### config.mk
export PLATFORM = sky130hd
export DESIGN_NAME = pb_event_decoder
export DESIGN_NICKNAME = d
export VERILOG_FILES = /design/src/rtl/pb_event_decoder.sv
export SDC_FILE = /design/constraint.sdc
export NUM_CORES = 1
export LEC_CHECK = 0
export BUFFER_PORTS_ARGS = -buffer_cell sky130_fd_sc_hd__buf_4
export CAP_MARGIN = 40
export CORE_MARGIN = 1
export CORE_UTILIZATION = 30
export DETAILED_ROUTE_END_ITERATION = 10
export SLEW_MARGIN = 20
export SYNTH_ARGS = -nofsm -noshare
export SYNTH_HDL_FRONTEND = slang
export SYNTH_SLANG_ARGS = --single-unit
### constraint.sdc
create_clock -name clk -period 5.6 [get_ports clk]
set_input_delay 0 -clock clk [delete_from_list [all_inputs] [get_ports clk]]
set_output_delay 0 -clock clk [all_outputs]
set_load 0.1 [all_outputs]
### src/rtl/pb_event_decoder.sv
// Push-button event decoder: turns a debounced button level into one-cycle
// press / release / click / long-press / repeat pulses timed by an internal tick.
module pb_event_decoder #(
   parameter int unsigned TICK_DIV     = 24000,
   parameter int unsigned LONG_TICKS   = 800,
   parameter int unsigned DCLICK_TICKS = 300,
   parameter int unsigned REPEAT_TICKS = 150,
   parameter bit          ACTIVE_LOW   = 1'b1
) (
   input  logic clk,
   input  logic rst_n,
   input  logic clean_pb_i,
   output logic held_o,
   output logic press_o,
   output logic release_o,
   output logic short_click_o,
   output logic double_click_o,
   output logic long_press_o,
   output logic repeat_o
);

   typedef enum logic [2:0] {
      S_IDLE,
      S_PRESS,
      S_HOLD,
      S_WAIT2,
      S_DBL
   } state_e;

   localparam logic [15:0] DIV_LAST = 16'(TICK_DIV - 1);
   localparam logic [15:0] LONG_T   = 16'(LONG_TICKS);
   localparam logic [15:0] DCLICK_T = 16'(DCLICK_TICKS);
   localparam logic [15:0] REPEAT_T = 16'(REPEAT_TICKS);
   localparam logic [15:0] T_MAX    = 16'hFFFF;

   logic        p_q, p_prev_q, rise_q, fall_q;
   logic [15:0] pre_q, pre_d;
   logic [15:0] t_q, t_d, t_inc;
   logic        tick, clr, rep_clr;
   logic        hit_long, hit_dclick, hit_repeat;
   state_e      state_q, state_d;

   logic press_d, release_d, short_d, double_d, long_d, repeat_d;
   logic press_q, release_q, short_q, double_q, long_q, repeat_q;

   // Input register, delayed copy and registered edge flags: the edge flags
   // add the stage that places press/release three cycles after the input.
   // NOTE: sequential state uses non-blocking assignments so every flop samples pre-edge values.
   always_ff @(posedge clk or negedge rst_n) begin
      if (!rst_n) begin
         p_q      <= 1'b0;
         p_prev_q <= 1'b0;
         rise_q   <= 1'b0;
         fall_q   <= 1'b0;
      end else begin
         p_q      <= clean_pb_i ^ ACTIVE_LOW;
         p_prev_q <= p_q;
         rise_q   <= p_q & ~p_prev_q;
         fall_q   <= ~p_q & p_prev_q;
      end
   end

   assign tick  = (pre_q == DIV_LAST);
   assign t_inc = (t_q == T_MAX) ? t_q : t_q + 16'd1;

   // Thresholds are judged on the value t takes after this tick.
   assign hit_long   = tick && (t_inc == LONG_T);
   assign hit_dclick = tick && (t_inc == DCLICK_T);
   assign hit_repeat = tick && (t_inc == REPEAT_T);

   // NOTE: every always_comb output gets a default first, so no path can infer a latch.
   always_comb begin
      state_d   = state_q;
      press_d   = 1'b0;
      release_d = 1'b0;
      short_d   = 1'b0;
      double_d  = 1'b0;
      long_d    = 1'b0;
      repeat_d  = 1'b0;
      rep_clr   = 1'b0;

      case (state_q)
         S_IDLE: begin
            if (rise_q) begin
               press_d = 1'b1;
               state_d = S_PRESS;
            end
         end

         S_PRESS: begin
            if (fall_q) begin
               release_d = 1'b1;
               if (DCLICK_T == 16'd0) begin
                  short_d = 1'b1;
                  state_d = S_IDLE;
               end else begin
                  state_d = S_WAIT2;
               end
            end else if (hit_long) begin
               long_d  = 1'b1;
               state_d = S_HOLD;
            end
         end

         S_HOLD: begin
            if (fall_q) begin
               release_d = 1'b1;
               state_d   = S_IDLE;
            end else if ((REPEAT_T != 16'd0) && hit_repeat) begin
               repeat_d = 1'b1;
               rep_clr  = 1'b1;
            end
         end

         S_WAIT2: begin
            if (rise_q) begin
               press_d  = 1'b1;
               double_d = 1'b1;
               state_d  = S_DBL;
            end else if (hit_dclick) begin
               short_d = 1'b1;
               state_d = S_IDLE;
            end
         end

         S_DBL: begin
            if (fall_q) begin
               release_d = 1'b1;
               state_d   = S_IDLE;
            end
         end

         default: state_d = S_IDLE;
      endcase
   end

   // Prescaler and tick counter restart together whenever timing must restart.
   always_comb begin
      clr   = (state_d != state_q) || rise_q || fall_q || rep_clr;
      pre_d = pre_q + 16'd1;
      t_d   = t_q;
      if (clr) begin
         pre_d = '0;
         t_d   = '0;
      end else if (tick) begin
         pre_d = '0;
         t_d   = t_inc;
      end
   end

   always_ff @(posedge clk or negedge rst_n) begin
      if (!rst_n) begin
         state_q   <= S_IDLE;
         pre_q     <= '0;
         t_q       <= '0;
         press_q   <= 1'b0;
         release_q <= 1'b0;
         short_q   <= 1'b0;
         double_q  <= 1'b0;
         long_q    <= 1'b0;
         repeat_q  <= 1'b0;
      end else begin
         state_q   <= state_d;
         pre_q     <= pre_d;
         t_q       <= t_d;
         press_q   <= press_d;
         release_q <= release_d;
         short_q   <= short_d;
         double_q  <= double_d;
         long_q    <= long_d;
         repeat_q  <= repeat_d;
      end
   end

   assign held_o         = p_prev_q;
   assign press_o        = press_q;
   assign release_o      = release_q;
   assign short_click_o  = short_q;
   assign double_click_o = double_q;
   assign long_press_o   = long_q;
   assign repeat_o       = repeat_q;

endmodule

## Word-level counts from Yosys, hierarchy flattened

Cells that the tools add are included.

| word-level totals | value |
|---|---|
| memory bits (writable) | 0 |
| output and inout port bits | 7 |
| memories | 0 |
| register bits | 45 |
| bits in latches | 0 |
| ROM bits | 0 |

| operators by class | value |
|---|---|
| muxes and demuxes | 26 |
| reduce and logical (&&, ||, !) cells | 11 |
| equality and inequality tests | 10 |
| divide/modulo/power cells | 0 |
| multipliers | 0 |
| shifts and indexed selects | 0 |
| order comparisons | 0 |
| add/subtract/negate cells | 2 |
| bitwise logic cells | 5 |

Operators with widths:

| kind | count |
|---|---|
| 16-bit two-way mux | 5 |
| 16-bit by 1-bit adder with 16-bit output, second input constant | 2 |
| 3-bit two-way mux | 6 |
| 16-bit by 10-bit equality test with 1-bit output, second input constant | 1 |
| 16-bit by 15-bit equality test with 1-bit output, second input constant | 1 |
| 16-bit equality test, second input constant | 1 |
| 16-bit by 8-bit equality test with 1-bit output, second input constant | 1 |
| 16-bit by 9-bit equality test with 1-bit output, second input constant | 1 |
| 1-bit two-way mux | 14 |
| 3-bit case mux with 4 select lines | 1 |
| 3-bit by 2-bit equality test with 1-bit output, second input constant | 2 |
| 2-bit OR reduction | 2 |
| 3-bit by 1-bit equality test with 1-bit output, second input constant | 1 |
| 3-bit equality test, second input constant | 1 |
| 1-bit logical AND | 3 |
| 3-bit zero test | 1 |
| 1-bit logical OR | 3 |
| 3-bit != test | 1 |
| 1-bit inverter | 3 |
| 3-bit OR reduction | 1 |
| 1-bit AND | 2 |
| 2-bit nonzero test | 1 |

## Logic depth before layout (Yosys ltp)

Gate-level depths: netlist of run 1.

| logic depth | value |
|---|---|
| depth after elaboration | 12 |
| mapped depth | 10 |
| depth with buffers taken out | 8 |

## Worst setup path before layout of run 1

OpenSTA, ideal clock, no wires.

| timing | value |
|---|---|
| kind | register to register |
| start point | register t_q[1] |
| end point | register t_q[3] |
| slack | 3.063 ns |
| required time | 5.463 ns |
| path buffers | 0 |
| arrival time | 2.400 ns |
| stages on the path, launching flop included | 9 |
| setup time | 0.137 ns |
| cell sequence | dfrtp_1 > ha_1 > nand3_1 > nor4_1 > mux2_2 > nor4_4 > nand4_1 > a211oi_2 > a2111oi_1 |

| between the ends | value |
|---|---|
| longest elaborated chain between the ends | 12 |

Ends and longest elaborated chain:

| item | RTL line | RTL |
|---|---|---|
| start: declaration | 38 | `logic [15:0] t_q, t_d, t_inc;` |
| start signal: assignment | 165 | `t_q <= t_d;` |
| 16-bit by 1-bit adder with 16-bit output / 16-bit equality test (equally long branches) | 64 | `assign t_inc = (t_q == T_MAX) ? t_q : t_q + 16'd1;` |
| 16-bit two-way mux (*) | 64 |  |
| 16-bit by 9-bit equality test with 1-bit output / 16-bit by 10-bit equality test with 1-bit output (equally long branches) | 68, 67 |  |
| 1-bit logical AND (on tied branches) | 68, 67 |  |
| 3-bit two-way mux (on tied branches) | 120, 99 |  |
| 3-bit two-way mux (on tied branches) | 116, 91 |  |
| 3-bit case mux with 4 select lines | 82 | `case (state_q)` |
| 3-bit != test | 139 | `clr = (state_d != state_q) \|\| rise_q \|\| fall_q \|\| rep_clr;` |
| 1-bit logical OR (3 in a row) | 139 |  |
| 16-bit two-way mux / 2-bit nonzero test (equally long branches) | - |  |

Mark *: on every way between the ends. The rest lies on a longest branch, timed or not. The select of a mux whose other input is x is not followed.
A chain may end at the register's enable or synchronous reset.

## Worst setup path in the final report of run 1

| timing | value |
|---|---|
| start point | register t_q[0] |
| end point | register t_q[12] |

The elaborated chain is that of the path after synthesis.

==> metrics, run 1 <==
run status completed; Data required, critical path 5810 ps; Post-CTS Setup Inserts 0; maximum vdd drop 0.130 mV; # setup viols final 0; Slew Viols, Final 0; Clock Skews 6.33 ps; post-CTS resize count 0; final core occ 34.1%; DP HPWL 4.21 mm; xor and xnor fraction of the mapped netlist area 8.07%; top cell type by total area after synthesis dfrtp_1; Sink Count 45; crit path cell chain ha_1, nand3_1, nor4_1, mux2i_1, nor4_4, nand4_1, nand3_1, buf_4, a311oi_1; Critical Path AT 3750 ps; drt total wl 5.93 mm; clk buf depth 2; multiplexer share of the synthesized area 1.94%; fraction of registers with async set/reset 100%; synth warn 0; die area 9430 um2; commonest non-fill, non-tap cell in the layout dfrtp_1; vias in the first global route 2075; DR pass1 iterations 4; Final Cycle Share 63.3%; CTS Buf Count 5; startpoint types register; Max-slew headroom 58.4%; # fillers 897; CP max stage delay 580 ps; adder-cell area share of the yosys netlist 0.923%; pin count of the biggest net entering global routing 46; initial drt markers 171; gr usage total 13.3%; Vias/cell 5.43; Buf/Inv on CP 1; RD Place Congestion 0.872; share of the synthesized area in the top cell type 41.5%; most frequent cells in the layout 45 x dfrtp_1, 28 x nor2_1, 24 x nand2_1, 23 x nor3_1, 16 x a21oi_1; clk_lat worst skew 300 ps; fmax 282 MHz; Core ar. 8720 um2; multi-input combinational cell area 1470 um2; clock period minus worst slack 3540 ps; CTS tree yes; RSZ-0062 raised after global routing false; Cells after Synth 304; crit path kind reg2reg; sequential share of the synthesized area 41.5%; post-route ant nets 0; worst hold path class in2async; crit-path max FO 24; Setup crit end kind register; first-pass GRT wire length 10.4 mm; # port buffers 9; Rows 34; synth top area cells dfrtp_1 42%, nor3_1 4.2%, xnor2_1 4.2%; design area 2980 um2; clock transition at the registers of the reported paths 90 ps; FF+latch area 1130 um2; Leak Pwr 1.10 nW; syn avg cell area 8.92 um2; crit-path most repeated cell nand3_1; synthesized area 2710 um2; number of cells on the critical path 9; Area growth, synth to finish 9.73%; post-layout net count 308; main flop type after synthesis dfrtp_1; Worst Tran Pin Value 620 ps; R2R depth 9; Cell variety after synth 51; largest family of logic cells by synthesized area simple AND/OR/NAND/NOR gates; Post-Syn Nets 309; Die Ht 97.1 um; H-tree levels 2; antenna violations before repair 0; DR vias 2239; share of cells above drive strength 1 10.5%; drc violations 0; Die X 97.1 um; Synth Area in Simple Gates 30.3%; Final Hold Viols 0; post-synthesis compound-gate area fraction 12.9%; Avg WL per Cell 14.4 um; Antenna diodes 0; Cell Pwr Density 252 nW/um2; GRT Residual Overflow 0; EDFF count, synth 0; Total Neg Setup Slack 0 ps; Critical-path top delay cell nor4_1; Max-cap violations 0; flops & latches, synth 45; Initial Utilization 31.1%; Root Driver clkbuf_8; placed cell areas 2840 um2; Ports 10; CP delay by family, top simple AND/OR/NAND/NOR gates
## layer usage
metal | vias to the layer above | GRT usage, % | share of wire (%)
met3 | 5 | 2.81 | 5.2
met1 | 1073 | 19.0 | 49
li1 | 1106 | - | -
met5 | - | 0 | 0
met4 | 0 | 2.99 | 0.71
met2 | 55 | 20.7 | 45
## through the flow
stage / hold slack, ps / setup slack (ps) / power (mW) / std cells
3_5_place_dp: 40.0 / 2100 / 0.500 / 402
6_report: 239 / 2060 / 0.751 / 412
3_3_place_gp: 42.9 / 2250 / 0.498 / 402
2_1_floorplan: -296 / 3060 / 0.469 / 304
5_1_grt: 276 / 1770 / 0.786 / 412
4_1_cts: 247 / 2070 / 0.762 / 412
## synth_stat cells (9+ instances only)
master    count
nor4_1       10
buf_2         9
nand4_1      14
nor3_1       23
nor2_1       28
xnor2_1      13
a21oi_1      16
nand3_1      15
o21ai_0       9
dfrtp_1      45
xor2_1       12
nand2_1      24
clkbuf_1     12
## registers in the layout (all words and copies together), names as in the netlist
name / cells
press_o: 1
t_q: 16
pre_q: 16
p_q: 1
state_q: 3
short_click_o: 1
held_o: 1
double_click_o: 1
long_press_o: 1
fall_q: 1
release_o: 1
rise_q: 1
repeat_o: 1
## repair_timing
item / CTS / global route
hold buffers: 2 / 0
setup endpoints to repair: 0 / 0
hold endpoints to repair: 46 / 0
## final timing paths
check | slack (ps) | end | from
min in group clk | 380 | p_q$_DFF_PN0_ | clean_pb_i
setup reg to reg | 2060 | t_q[12]$_DFFE_PN0P_ | t_q[0]$_DFFE_PN0P_
max in group asynchronous | 4980 | repeat_o$_DFF_PN0_ | rst_n
setup / recovery | 2060 | t_q[12]$_DFFE_PN0P_ | t_q[0]$_DFFE_PN0P_
hold / removal | 240 | pre_q[5]$_DFF_PN0_ | rst_n
hold reg to reg | 400 | held_o$_DFF_PN0_ | p_q$_DFF_PN0_
## logic make-up after synthesis
logic type                 after synthesis
adders and majority gates                2
buffers and inverters                   29
AOI/OAI and AO/OA                       51
xor gates and xnor gates                25
and+or+nand+nor                        147
DFF                                     45
muxes                                    5
## where the power goes
group          total (mW)  leakage, nW  switching (mW)  internal, mW
combinational       0.124        0.426          0.0855        0.0381
clock               0.257       0.0585           0.112         0.146
sequential          0.370        0.615          0.0264         0.344
total               0.751         1.10           0.224         0.527
## final cells by class
type,count,area share [%]
repair buffers,13,3.45
inverters,8,1.01
clock buffers,7,2.90
well taps,108,4.54
clock inverters,1,1.01
flip-flops and latches,45,37.8
multi-input cells,230,49.3
Power figures use the tool's default switching activity.
==> run 2: changes to the inputs <==
Clock period 5.6 ns to 2.9 ns, I/O delays scaled along.
==> metrics, run 2 (synthesis results as in run 1) <==
Final Hold Viols 0 (unchanged); RSZ-0062 raised after global routing false (unchanged); Root Driver clkbuf_8 (unchanged); Cell Pwr Density 460 nW/um2 (was 252 nW/um2); Placed Instances 418 (was 402); multi-input combinational cell area 1500 um2 (was 1470 um2); pin count of the biggest net entering global routing 46 (unchanged); R2R depth 7 (was 9); Avg WL per Cell 14.8 um (was 14.4 um); gr usage total 14.2% (was 13.3%); top flop regs pre_q (16), t_q (16), state_q (3) (unchanged); Post-CTS Setup Inserts 0 (unchanged); top sig layer met4 (unchanged); R2R Setup Slk 200 ps (was 2060 ps); Area growth, synth to finish 15.5% (was 9.73%); clock transition at the registers of the reported paths 80 ps (was 90 ps); antenna violations before repair 0 (unchanged); CTS Buf Count 5 (unchanged); Worst Tran Pin Value 578 ps (was 620 ps); FF-to-FF Start t_q[5]$_DFFE_PN0P_ (was t_q[0]$_DFFE_PN0P_); die area 9430 um2 (unchanged); Sink Count 45 (unchanged); crit path kind reg2reg (unchanged); GRT Residual Overflow 0 (unchanged); Slew Viols, Final 0 (unchanged); DP HPWL 4.55 mm (was 4.21 mm); Data required, critical path 3060 ps (was 5810 ps); commonest non-fill, non-tap cell in the layout dfrtp_1 (unchanged); most frequent cells in the layout 45 x dfrtp_1, 28 x nor2_1, 26 x buf_4, 24 x nand2_1, 22 x nor3_1 (was 45 x dfrtp_1, 28 x nor2_1, 24 x nand2_1, 23 x nor3_1, 16 x a21oi_1); post-layout net count 324 (was 308); Max-slew headroom 61.5% (was 58.4%); FF+latch area 1130 um2 (unchanged); initial drt markers 229 (was 171); vias in the first global route 2164 (was 2075); clock period minus worst slack 2700 ps (was 3540 ps); first-pass GRT wire length 10.9 mm (was 10.4 mm); # setup viols final 0 (unchanged); Vias/cell 5.43 (about the same); Ports 10 (unchanged); crit-path max FO 10 (was 24); Antenna diodes 0 (unchanged); DR vias 2317 (was 2239); drt total wl 6.33 mm (was 5.93 mm); clk buf depth 2 (unchanged); Finished Layout Cells 427 (was 412); final worst slack 198 ps (was 2060 ps); # fillers 874 (was 897); Rows 34 (unchanged); fmax 370 MHz (was 282 MHz); clk_lat worst skew 290 ps (was 300 ps); Core ar. 8720 um2 (unchanged); Clock Skews 3.49 ps (was 6.33 ps); share of cells above drive strength 1 16.6% (was 10.5%); Met2 Wirelength 3.06 mm (was 2.66 mm); RD Place Congestion 0.950 (was 0.872); Max-cap violations 0 (unchanged); # port buffers 9 (unchanged); Critical Path AT 2860 ps (was 3750 ps); met1 WL 2.81 mm (was 2.92 mm); DR pass1 iterations 4 (unchanged); DR WL met3 332 um (was 308 um); Final Cycle Share 93.2% (was 63.3%); CTS tree yes (unchanged); Setup crit end kind register (unchanged); Die X 97.1 um (unchanged); worst hold path class in2async (unchanged); Leak Pwr 1.18 nW (was 1.10 nW); maximum vdd drop 0.271 mV (was 0.130 mV); Total Neg Setup Slack 0 ps (unchanged); Initial Utilization 31.1% (unchanged); drc violations 0 (unchanged); H-tree levels 2 (unchanged); run status completed (unchanged); startpoint types register (unchanged); pre-CTS worst setup slack 80.8 ps (was 2100 ps); post-route ant nets 0 (unchanged); reg-to-reg endpoint t_q[3]$_DFFE_PN0P_ (was t_q[12]$_DFFE_PN0P_); Die Ht 97.1 um (unchanged)
-- run 2: how the worst max path moves through the flow --
stage,slack [ps],end,start
floorplan,360,t_q[3]$_DFFE_PN0P_,t_q[1]$_DFFE_PN0P_
global placement,90,t_q[3]$_DFFE_PN0P_,t_q[0]$_DFFE_PN0P_
detailed placement,80,t_q[3]$_DFFE_PN0P_,t_q[5]$_DFFE_PN0P_
CTS,70,t_q[3]$_DFFE_PN0P_,t_q[5]$_DFFE_PN0P_
global route,40,t_q[3]$_DFFE_PN0P_,t_q[5]$_DFFE_PN0P_
finish,200,t_q[3]$_DFFE_PN0P_,t_q[5]$_DFFE_PN0P_
-- run 2: routing by layer --
layer,global-route usage (%),vias to the layer above
met4,4.02,0
met3,2.88,15
met1,19.9,1106
met2,22.1,62
li1,-,1134
met5,0,-
-- run 2: area by class of cell --
| type | instances | area share (%) |
|---|---|---|
| Inverter | 8 | 0.959 |
| Clock inverter | 2 | 1.12 |
| Tap cell | 108 | 4.31 |
| Multi-Input combinational cell | 230 | 47.9 |
| Clock buffer | 5 | 2.20 |
| Sequential cell | 45 | 36.0 |
| Timing Repair Buffer | 29 | 7.51 |
-- run 2: power breakdown --
| group | switching [mW] | internal [mW] | leakage, nW |
|---|---|---|---|
| combinational | 0.178 | 0.0916 | 0.514 |
| clock | 0.205 | 0.251 | 0.0540 |
| sequential | 0.0527 | 0.663 | 0.615 |
| total | 0.436 | 1.01 | 1.18 |
-- run 2: metrics by stage --
stage	total power [mW]	area, um2	hold slack (ps)	utilization (%)
detailed placement	0.986	2970	42.2	34.1
global route	1.53	3130	302	35.9
global placement	0.982	2970	36.7	34.1
CTS	1.45	3100	256	35.5
finish	1.44	3130	237	35.9
floorplan	0.906	2710	-296	-
-- run 2: repair_timing --
item	4_1_cts	5_1_grt
hold buffers	2	0
hold endpoints to repair	46	0
setup endpoints to repair	0	19
resized for setup	0	6
-- run 2: worst max-delay path: stages, from the launching register on --
cell       delay [ps]
dfrtp_1           520
nand4_1           230
nor4_1            330
mux2_2            410
nor4_4            270
nand4_1           270
a211oi_4          410
a2111oi_1         120
==> run 3: changes to the inputs <==
Settings changed: RECOVER_POWER from default to 50.
==> metrics, run 3 (synthesis results as in run 1) <==
run status completed (unchanged); startpoint types register (unchanged); gr usage total 14.2% (unchanged); Sw Ratio 30.3% (about the same); Clk pwr share 31.6% (about the same); Max-cap violations 0 (unchanged); Critical-path top delay cell dfrtp_1 (unchanged); Initial Utilization 31.1% (unchanged); post-layout net count 324 (unchanged); Sink Count 45 (unchanged); # port buffers 9 (unchanged); internal cell power 1.01 mW (about the same); top flop regs pre_q (16), t_q (16), state_q (3) (unchanged); CTS Buf Count 5 (unchanged); sequential share of power 49.7% (about the same); Data required, critical path 3060 ps (about the same); Avg WL per Cell 14.9 um (was 14.8 um); Cell Pwr Density 461 nW/um2 (was 460 nW/um2); crit-path most repeated cell nand4_1 (unchanged); DP HPWL 4.55 mm (unchanged); crit path cell chain nand4_1, nor4_1, mux2_2, nor4_4, nand4_1, a211oi_4, a2111oi_1 (unchanged); RD Place Congestion 0.950 (unchanged); Post-CTS Setup Inserts 0 (unchanged); Sw Pwr 437 uW (was 436 uW); Vias/cell 5.49 (was 5.43); Hold WS 400 ps (was 237 ps); clk buf depth 2 (unchanged); pre-CTS worst setup slack 80.8 ps (unchanged); total power 1.44 mW (about the same); CTS tree yes (unchanged); crit path kind reg2reg (unchanged); crit-path max FO 10 (unchanged); Comb pwr share 18.8% (was 18.7%); Antenna diodes 0 (unchanged); # setup viols final 0 (unchanged); vias in the first global route 2164 (unchanged); Total Neg Setup Slack 0 ps (unchanged); die area 9430 um2 (unchanged); clk_lat worst skew 290 ps (about the same); CP max stage delay 520 ps (about the same); Worst Tran Pin Value 1110 ps (was 578 ps); commonest non-fill, non-tap cell in the layout dfrtp_1 (unchanged); Rows 34 (unchanged); first-pass GRT wire length 10.9 mm (unchanged); DR vias 2344 (was 2317); RSZ-0062 raised after global routing false (unchanged); Setup crit end kind register (unchanged); DR pass1 iterations 5 (was 4); Final Cycle Share 93.6% (was 93.2%); Area growth, synth to finish 15.4% (was 15.5%); Leak Pwr 1.18 nW (about the same); H-tree levels 2 (unchanged); clock transition at the registers of the reported paths 80 ps (about the same); initial drt markers 199 (was 229); Die Ht 97.1 um (unchanged); final worst slack 186 ps (was 198 ps); post-route ant nets 0 (unchanged); antenna violations before repair 0 (unchanged); Final Hold Viols 0 (unchanged); Slew Viols, Final 0 (unchanged); worst hold path class reg2reg (was in2async); Core ar. 8720 um2 (unchanged); fmax 368 MHz (was 370 MHz); Die X 97.1 um (unchanged); drc violations 0 (unchanged); GRT Residual Overflow 0 (unchanged); Max-slew headroom 25.8% (was 61.5%); clock period minus worst slack 2710 ps (was 2700 ps); Critical Path AT 2870 ps (was 2860 ps); Root Driver clkbuf_8 (unchanged); final core occ 35.9% (about the same); # fillers 875 (was 874); drt total wl 6.36 mm (was 6.33 mm); pin count of the biggest net entering global routing 46 (unchanged); maximum vdd drop 0.270 mV (was 0.271 mV); Ports 10 (unchanged); most frequent cells in the layout 45 x dfrtp_1, 28 x nor2_1, 24 x nand2_1, 24 x buf_4, 22 x nor3_1 (was 45 x dfrtp_1, 28 x nor2_1, 26 x buf_4, 24 x nand2_1, 22 x nor3_1); share of cells above drive strength 1 16.6% (unchanged); Clock Skews 4.13 ps (was 3.49 ps)
==> run 3: changes by cell type in the layout (fill, tap and decap cells not counted) <==
cell      before  now
buf_4         26   24
clkbuf_2       0    1
clkbuf_4       0    1
==> run 3: repair_timing <==
action / CTS / global route
endpoints found under the setup margin: 0 / 19
hold buffers: 2 / 0
hold endpoints to repair: 46 / 0
resized for setup: 0 / 6
==> run 3: per-layer routing <==
metal | share of wire [%] | global-route usage (%) | wire length (um) | vias to the layer above
li1 | - | - | - | 1137
met1 | 45 | 19.9 | 2890 | 1120
met2 | 48 | 22.1 | 3040 | 68
met3 | 4.4 | 2.88 | 278 | 19
met4 | 2.3 | 4.02 | 148 | 0
met5 | 0 | 0 | 0 | -
==> run 3: worst paths after layout <==
path	end	slack (ps)	cells past startpoint	start
min	held_o$_DFF_PN0_	400	0	p_q$_DFF_PN0_
max in group asynchronous	t_q[7]$_DFFE_PN0P_	1780	2	rst_n
max	t_q[3]$_DFFE_PN0P_	190	7	t_q[5]$_DFFE_PN0P_
min reg2reg	held_o$_DFF_PN0_	400	0	p_q$_DFF_PN0_
max reg2reg	t_q[3]$_DFFE_PN0P_	190	7	t_q[5]$_DFFE_PN0P_
min in group asynchronous	pre_q[1]$_DFF_PN0_	440	2	rst_n
==> run 3: final cells by class <==
class | instances | area, um2 | share of cell area, %
clock buffers | 5 | 68.8 | 2.20
clock inverters | 2 | 35.0 | 1.12
inverters | 8 | 30.0 | 0.960
multi-input cells | 230 | 1500 | 48.0
flip-flops and latches | 45 | 1130 | 36.0
well taps | 108 | 135 | 4.32
repair buffers | 29 | 233 | 7.44
==> run 3: power groups by stage <==
stage                     logic (mW)  clock network, mW  registers, mW
after detailed placement       0.258                  0          0.728
final                          0.271              0.455          0.716
after global placement         0.255                  0          0.726
after floorplan                0.149                  0          0.757
after global routing           0.295              0.506          0.724
after CTS                      0.261              0.478          0.716
==> run 3: stage by stage <==
| step | instances | cell area (um2) |
|---|---|---|
| global placement | 418 | 2970 |
| global route | 427 | 3130 |
| floorplan | 304 | 2710 |
| CTS | 427 | 3100 |
| finish | 427 | 3130 |
| detailed placement | 418 | 2970 |
==> run 3: worst max-delay path: cells and delay by family, from the launching register on <==
| kind | cells | cell delay, ps |
|---|---|---|
| AOI/OAI and AO/OA | 2 | 540 |
| DFF | 1 | 520 |
| and+or+nand+nor | 4 | 1100 |
| muxes | 1 | 410 |
